<file path="src/rtl/mux_rr_arbiter.sv">
// Four-requester round-robin arbiter that owns a shared 4:1 mux path.
// A grant is held while the owner keeps requesting, but at most MAX_HOLD
// consecutive cycles when other requesters are waiting. The mux select,
// the output data and its valid flag are all registered.
module mux_rr_arbiter #(
  parameter int unsigned DATA_W   = 1,
  parameter int unsigned MAX_HOLD = 4
) (
  input  logic              clk,
  input  logic              rst_n,
  input  logic [3:0]        req,
  input  logic [DATA_W-1:0] i0,
  input  logic [DATA_W-1:0] i1,
  input  logic [DATA_W-1:0] i2,
  input  logic [DATA_W-1:0] i3,
  output logic [3:0]        gnt,
  output logic              s1,
  output logic              s0,
  output logic [DATA_W-1:0] out,
  output logic              out_valid,
  output logic              busy
);

  localparam int unsigned HOLD_W = 4;
  localparam logic [HOLD_W-1:0] HOLD_LAST = HOLD_W'(MAX_HOLD - 1);

  typedef enum logic {
    IDLE  = 1'b0,
    OWNED = 1'b1
  } state_e;

  state_e              state_q;
  logic [1:0]          ptr_q;
  logic [1:0]          sel_q;
  logic [HOLD_W-1:0]   hold_q;
  logic [3:0]          gnt_q;
  logic [DATA_W-1:0]   out_q;
  logic                out_valid_q;
  logic                busy_q;

  logic [3:0]          owner_bit_c;
  logic [3:0]          cand_c;
  logic                owner_req_c;
  logic                pick_found_c;
  logic [1:0]          pick_idx_c;
  logic [1:0]          pick_try_c;
  logic                grant_c;
  logic [1:0]          grant_idx_c;
  logic                to_idle_c;
  logic                hold_inc_c;
  logic [DATA_W-1:0]   mux_c;

  // Candidate set: while owned, the owner is excluded so a timeout or a
  // release hands the path to someone else when possible.
  always_comb begin
    owner_bit_c = 4'b0001 << sel_q;
    cand_c      = (state_q == OWNED) ? (req & ~owner_bit_c) : req;
    owner_req_c = |(req & owner_bit_c);
  end

  // First candidate in search order ptr, ptr+1, ptr+2, ptr+3 (mod 4).
  always_comb begin
    pick_found_c = 1'b0;
    pick_idx_c   = ptr_q;
    pick_try_c   = ptr_q;
    for (int unsigned i = 0; i < 4; i++) begin
      pick_try_c = ptr_q + 2'(i);
      if (!pick_found_c && cand_c[pick_try_c]) begin
        pick_found_c = 1'b1;
        pick_idx_c   = pick_try_c;
      end
    end
  end

  // Arbitration decision for the coming edge.
  always_comb begin
    grant_c     = 1'b0;
    grant_idx_c = pick_idx_c;
    to_idle_c   = 1'b0;
    hold_inc_c  = 1'b0;
    case (state_q)
      IDLE: begin
        grant_c = pick_found_c;
      end
      OWNED: begin
        if (!owner_req_c) begin
          // Release: hand over with no idle bubble, or fall idle.
          grant_c   = pick_found_c;
          to_idle_c = !pick_found_c;
        end else if (hold_q != HOLD_LAST) begin
          hold_inc_c = 1'b1;
        end else begin
          // Hold limit reached: pass on if anyone waits, else re-grant owner.
          grant_c     = 1'b1;
          grant_idx_c = pick_found_c ? pick_idx_c : sel_q;
        end
      end
      default: ;
    endcase
  end

  // Registered 4:1 mux path driven by the current select.
  always_comb begin
    case (sel_q)
      2'd0:    mux_c = i0;
      2'd1:    mux_c = i1;
      2'd2:    mux_c = i2;
      default: mux_c = i3;
    endcase
  end

  // Arbiter FSM and registered outputs with synchronous active-low reset.
  always_ff @(posedge clk) begin
    if (!rst_n) begin
      state_q     <= IDLE;
      ptr_q       <= 2'd0;
      sel_q       <= 2'd0;
      hold_q      <= '0;
      gnt_q       <= 4'b0000;
      out_q       <= '0;
      out_valid_q <= 1'b0;
      busy_q      <= 1'b0;
    end else begin
      out_valid_q <= busy_q;
      if (busy_q) begin
        out_q <= mux_c;
      end
      if (grant_c) begin
        state_q <= OWNED;
        gnt_q   <= 4'b0001 << grant_idx_c;
        sel_q   <= grant_idx_c;
        ptr_q   <= grant_idx_c + 2'd1;
        hold_q  <= '0;
        busy_q  <= 1'b1;
      end else if (to_idle_c) begin
        state_q <= IDLE;
        gnt_q   <= 4'b0000;
        busy_q  <= 1'b0;
      end else if (hold_inc_c) begin
        hold_q <= hold_q + HOLD_W'(1);
      end
    end
  end

  assign gnt       = gnt_q;
  assign s1        = sel_q[1];
  assign s0        = sel_q[0];
  assign out       = out_q;
  assign out_valid = out_valid_q;
  assign busy      = busy_q;

endmodule

</file>
<file path="config.mk">
export PLATFORM = sky130hd
export DESIGN_NAME = mux_rr_arbiter
export DESIGN_NICKNAME = d
export VERILOG_FILES = /design/src/rtl/mux_rr_arbiter.sv
export SDC_FILE = /design/constraint.sdc
export NUM_CORES = 1
export LEC_CHECK = 0
export ABC_AREA = 1
export CAP_MARGIN = 20
export CELL_PAD_IN_SITES_DETAIL_PLACEMENT = 0
export CELL_PAD_IN_SITES_GLOBAL_PLACEMENT = 1
export CORE_MARGIN = 2
export CORE_UTILIZATION = 34
export DETAILED_ROUTE_END_ITERATION = 8
export PLACE_DENSITY = 0.85
export SETUP_SLACK_MARGIN = 0.05
export SLEW_MARGIN = 20
export SYNTH_ARGS = -nofsm -noshare
export SYNTH_HDL_FRONTEND = slang
export SYNTH_SLANG_ARGS = --single-unit
</file>
<file path="constraint.sdc">
create_clock -name clk -period 1.95 [get_ports clk]
set_input_delay 0.585 -clock clk [delete_from_list [all_inputs] [get_ports clk]]
set_output_delay 0.585 -clock clk [all_outputs]
set_load 0.01 [all_outputs]
</file>
==> insert_results.sql <==
INSERT INTO impl_metrics (metric_group, metric, value, unit) VALUES
('status', 'status', 'finished with violations', ''),
('status', 'violations', 'negative setup slack', ''),
('worst_setup_path', 'critical_path.startpoint_type', 'register', ''),
('pwr', 'switching_power', '1.49', 'mW'),
('timing', 'maxClockFrequency', '508', 'MHz'),
('worst_setup_path', 'worstReg2RegEnd', 'ptr_q[1]', ''),
('logic_synthesis', 'syn-num-nets', '178', ''),
('timing', 'final_critical_path_setup_slack', '-0.0203', 'ns'),
('clock_network', 'clkTransAtPathRegs', '0.10', 'ns'),
('worst_setup_path', 'critPathRequiredTime', '2.14', 'ns'),
('pwr', 'intPower', '1.53', 'mW'),
('route', 'wl', '3.06', 'mm'),
('floorplanning', 'dieWidth', '63.1', 'µm'),
('timing', 'timing.final.hold_violations', '0', ''),
('placed_design', 'io_buffer_count', '18', ''),
('route', 'detail_route.first_pass.iterations', '4', ''),
('logic_synthesis', 'number_of_standard_cells_after_synthesis', '163', ''),
('pwr', 'ir_drop', '0.646', 'mV'),
('logic_synthesis', 'synth_area_leader_cell', 'sky130_fd_sc_hd__dfxtp_1', ''),
('floorplanning', 'initial_core_utilization', '35.6', '%'),
('placed_design', 'place_inst', '241', ''),
('logic_synthesis', 'seq_area_frac_synth', '25.3', '%'),
('logic_synthesis', 'synth_top_flop_cell', 'sky130_fd_sc_hd__dfxtp_1', ''),
('logic_synthesis', 'synth_top_cells_by_count', 'sky130_fd_sc_hd__nand2_1, sky130_fd_sc_hd__nand3_1, sky130_fd_sc_hd__dfxtp_1', ''),
('clock_network', 'cts.sink_count', '15', ''),
('flow_run', 'max_cap_viol_count', '0', ''),
('cells_and_area', 'seq_area', '319', 'µm²'),
('timing', 'post-route-period-util', '101', '%'),
('logic_synthesis', 'post_synth_num_cell_types', '33', ''),
('cells_and_area', 'total_number_of_nets_in_the_final_design', '221', ''),
('timing', 'timing.final.crit_period', '1.97', 'ns'),
('pwr', 'comb_power_share', '76.5', '%'),
('logic_synthesis', 'synth_edf_count', '0', ''),
('clock_network', 'cts.path.max_buffers', '2', ''),
('cells_and_area', 'filler_cell_count', '332', ''),
('logic_synthesis', 'synth_area_leaders', 'sky130_fd_sc_hd__dfxtp_1, sky130_fd_sc_hd__nand2_1, sky130_fd_sc_hd__nand3_1', ''),
('worst_setup_path', 'depth_of_the_worst_register_to_register_path', '14', ''),
('cells_and_area', 'antenna_cells_inserted', '0', ''),
('hold_path', 'worstHoldPathType', 'reg2reg', ''),
('global_route', 'grt_max_degree', '10', ''),
('hold_path', 'hp-start', 'gnt[1]', ''),
('hold_path', 'whs_path_depth', '2', ''),
('logic_synthesis', 'share_of_flip_flops_with_an_asynchronous_set_or_reset_after_synthesis', '0', '%'),
('cells_and_area', 'multiInputGateArea', '961', 'µm²'),
('floorplanning', 'floorplan.io_pins', '19', ''),
('global_route', 'initial_antenna_violation_count', '0', ''),
('global_route', 'grt_overflow_total', '0', ''),
('worst_setup_path', 'critical_path.reg2reg.startpoint', 'sel_q[0]', ''),
('pwr', 'share_clk_of_total_power', '6.1', '%'),
('global_route', 'groute.usage.overall', '15.1', '%'),
('placed_design', 'place_congestion', '0.806', ''),
('timing', 'worst_slew_pin_slew', '0.401', 'ns'),
('timing', 'number_of_endpoints_failing_setup_at_the_final_stage', '3', ''),
('floorplanning', 'die_height', '63.1', 'µm'),
('worst_setup_path', 'timing.critical_path.to_type', 'register', ''),
('logic_synthesis', 'synth.ff_latch_count', '15', ''),
('floorplanning', 'floorplan.die_area', '3980', 'µm²'),
('logic_synthesis', 'yosysWarningCount', '0', ''),
('route', 'dr.first_iter.drc_count', '37', ''),
('cells_and_area', 'fraction_of_final_layout_cells_sized_beyond_drive_strength_1', '48.3', '%'),
('route', 'route.detailed.vias_per_inst', '4.85', ''),
('timing', 'timing.clock.skew', '0.00661', 'ns'),
('hold_path', 'holdPathEnd', 'gnt[1]', ''),
('worst_setup_path', 'r2r_slack', '-0.02', 'ns'),
('clock_network', 'clkLatencyLatePin', '0.30', 'ns'),
('pwr', 'static-leakage-power', '0.776', 'nW'),
('pwr', 'power_density', '1660', 'nW/µm²'),
('logic_synthesis', 'post_synth.cell_area_avg', '7.29', 'µm²'),
('worst_setup_path', 'crit_arrival', '2.16', 'ns'),
('placed_design', 'dpl.hpwl', '2.31', 'mm'),
('floorplanning', 'std_cell_rows', '21', '');
layout by cell type (no fill, tap or decap), types with 4 or more instances in the layout:
master | netlist | routed
sky130_fd_sc_hd__nand2_1 | 47 | 41
sky130_fd_sc_hd__buf_4 | 0 | 20
sky130_fd_sc_hd__nand3_2 | 4 | 15
sky130_fd_sc_hd__nand3_1 | 27 | 14
sky130_fd_sc_hd__nand2_2 | 6 | 11
sky130_fd_sc_hd__clkdlybuf4s50_1 | 0 | 11
sky130_fd_sc_hd__inv_1 | 13 | 10
sky130_fd_sc_hd__dfxtp_1 | 15 | 8
sky130_fd_sc_hd__nand2_4 | 4 | 5
sky130_fd_sc_hd__dlygate4sd2_1 | 0 | 5
sky130_fd_sc_hd__nor2_1 | 4 | 4
sky130_fd_sc_hd__a21oi_2 | 4 | 4
sky130_fd_sc_hd__o21ai_2 | 2 | 4
sky130_fd_sc_hd__ha_4 | 0 | 4
sky130_fd_sc_hd__dfxtp_4 | 0 | 4
worst max-delay path, cell delays in order (launching register included):
cell	delay, ns
sky130_fd_sc_hd__dfxtp_4	0.41
sky130_fd_sc_hd__nor2_4	0.13
sky130_fd_sc_hd__nand2_2	0.07
sky130_fd_sc_hd__nand3_2	0.08
sky130_fd_sc_hd__nand3_1	0.11
sky130_fd_sc_hd__nand2_4	0.14
sky130_fd_sc_hd__nand2_4	0.09
sky130_fd_sc_hd__nor2_8	0.14
sky130_fd_sc_hd__nand2_2	0.07
sky130_fd_sc_hd__nand2_2	0.07
sky130_fd_sc_hd__nand3_2	0.09
sky130_fd_sc_hd__nand2_4	0.14
sky130_fd_sc_hd__ha_4	0.21
sky130_fd_sc_hd__nand2_2	0.06
sky130_fd_sc_hd__o21ai_2	0.05
sequential cells by signal (all words and copies together) (netlist names):
signal / flops
busy: 1
gnt: 4
hold_q: 4
out: 1
out_valid: 1
ptr_q: 2
sel_q: 2
worst max-delay path by stage:
| stage | from | end | slack, ns | cells past startpoint |
|---|---|---|---|---|
| finish | sel_q[0] | ptr_q[1] | -0.02 | 14 |
| global route | sel_q[0] | ptr_q[1] | -0.14 | 15 |
| global placement | req[0] | ptr_q[1] | -0.53 | 15 |
| detailed placement | req[0] | ptr_q[1] | -0.60 | 15 |
| CTS | sel_q[0] | ptr_q[1] | 0.01 | 12 |
| floorplan | sel_q[0] | ptr_q[1] | 0.05 | 14 |
kinds of logic after synthesis:
family	share of synthesized area, %
AOI/OAI and AO/OA	10.0
xor gates and xnor gates	2.11
adders and majority gates	5.26
buffers and inverters	8.95
DFF	25.3
and+or+nand+nor	48.4
metal layers:
layer,up-vias,track usage (%),wire (µm)
met2,15,27.7,1700
met4,0,6.11,46
met1,578,17.7,1260
met3,5,1.61,43
met5,-,0,0
li1,620,-,-
per-stage QoR:
| step | power, mW | cell area, µm² | TNS [ns] | hold WS [ns] | util, % |
|---|---|---|---|---|---|
| 2_1_floorplan | 1.66 | 1190 | 0 | 0.464 | - |
| 3_3_place_gp | 2.14 | 1530 | -4.69 | 0.453 | 45.7 |
| 3_5_place_dp | 2.18 | 1530 | -5.07 | 0.451 | 45.7 |
| 4_1_cts | 2.51 | 1650 | 0 | 0.474 | 49.3 |
| 5_1_grt | 3.26 | 1820 | -0.779 | 0.510 | 54.4 |
| 6_report | 3.02 | 1820 | -0.0358 | 0.459 | 54.4 |
power by group through the flow:
stage | logic (mW) | clock network [mW] | registers (mW)
4_1_cts | 1.81 | 0.196 | 0.505
3_5_place_dp | 1.69 | 0 | 0.484
3_3_place_gp | 1.66 | 0 | 0.479
2_1_floorplan | 1.18 | 0 | 0.477
5_1_grt | 2.51 | 0.203 | 0.543
6_report | 2.31 | 0.184 | 0.524
cell type report:
| cell class | count | share of cell area [%] |
|---|---|---|
| clock buffer | 3 | 1.24 |
| clock inverter | 1 | 0.276 |
| inverter | 17 | 4.00 |
| multi-input combinational | 127 | 52.9 |
| sequential | 15 | 17.6 |
| tap | 46 | 3.17 |
| timing repair buffer | 42 | 20.8 |
repair_timing:
action / in CTS / in global routing
gates resized for setup: 28 / 36
endpoints found under the setup margin: 15 / 5
pin swaps: 4 / 16
endpoints found under the hold margin: 0 / 0
buffers inserted: 1 / 5
No activity file was read; power rests on OpenSTA's default activity.
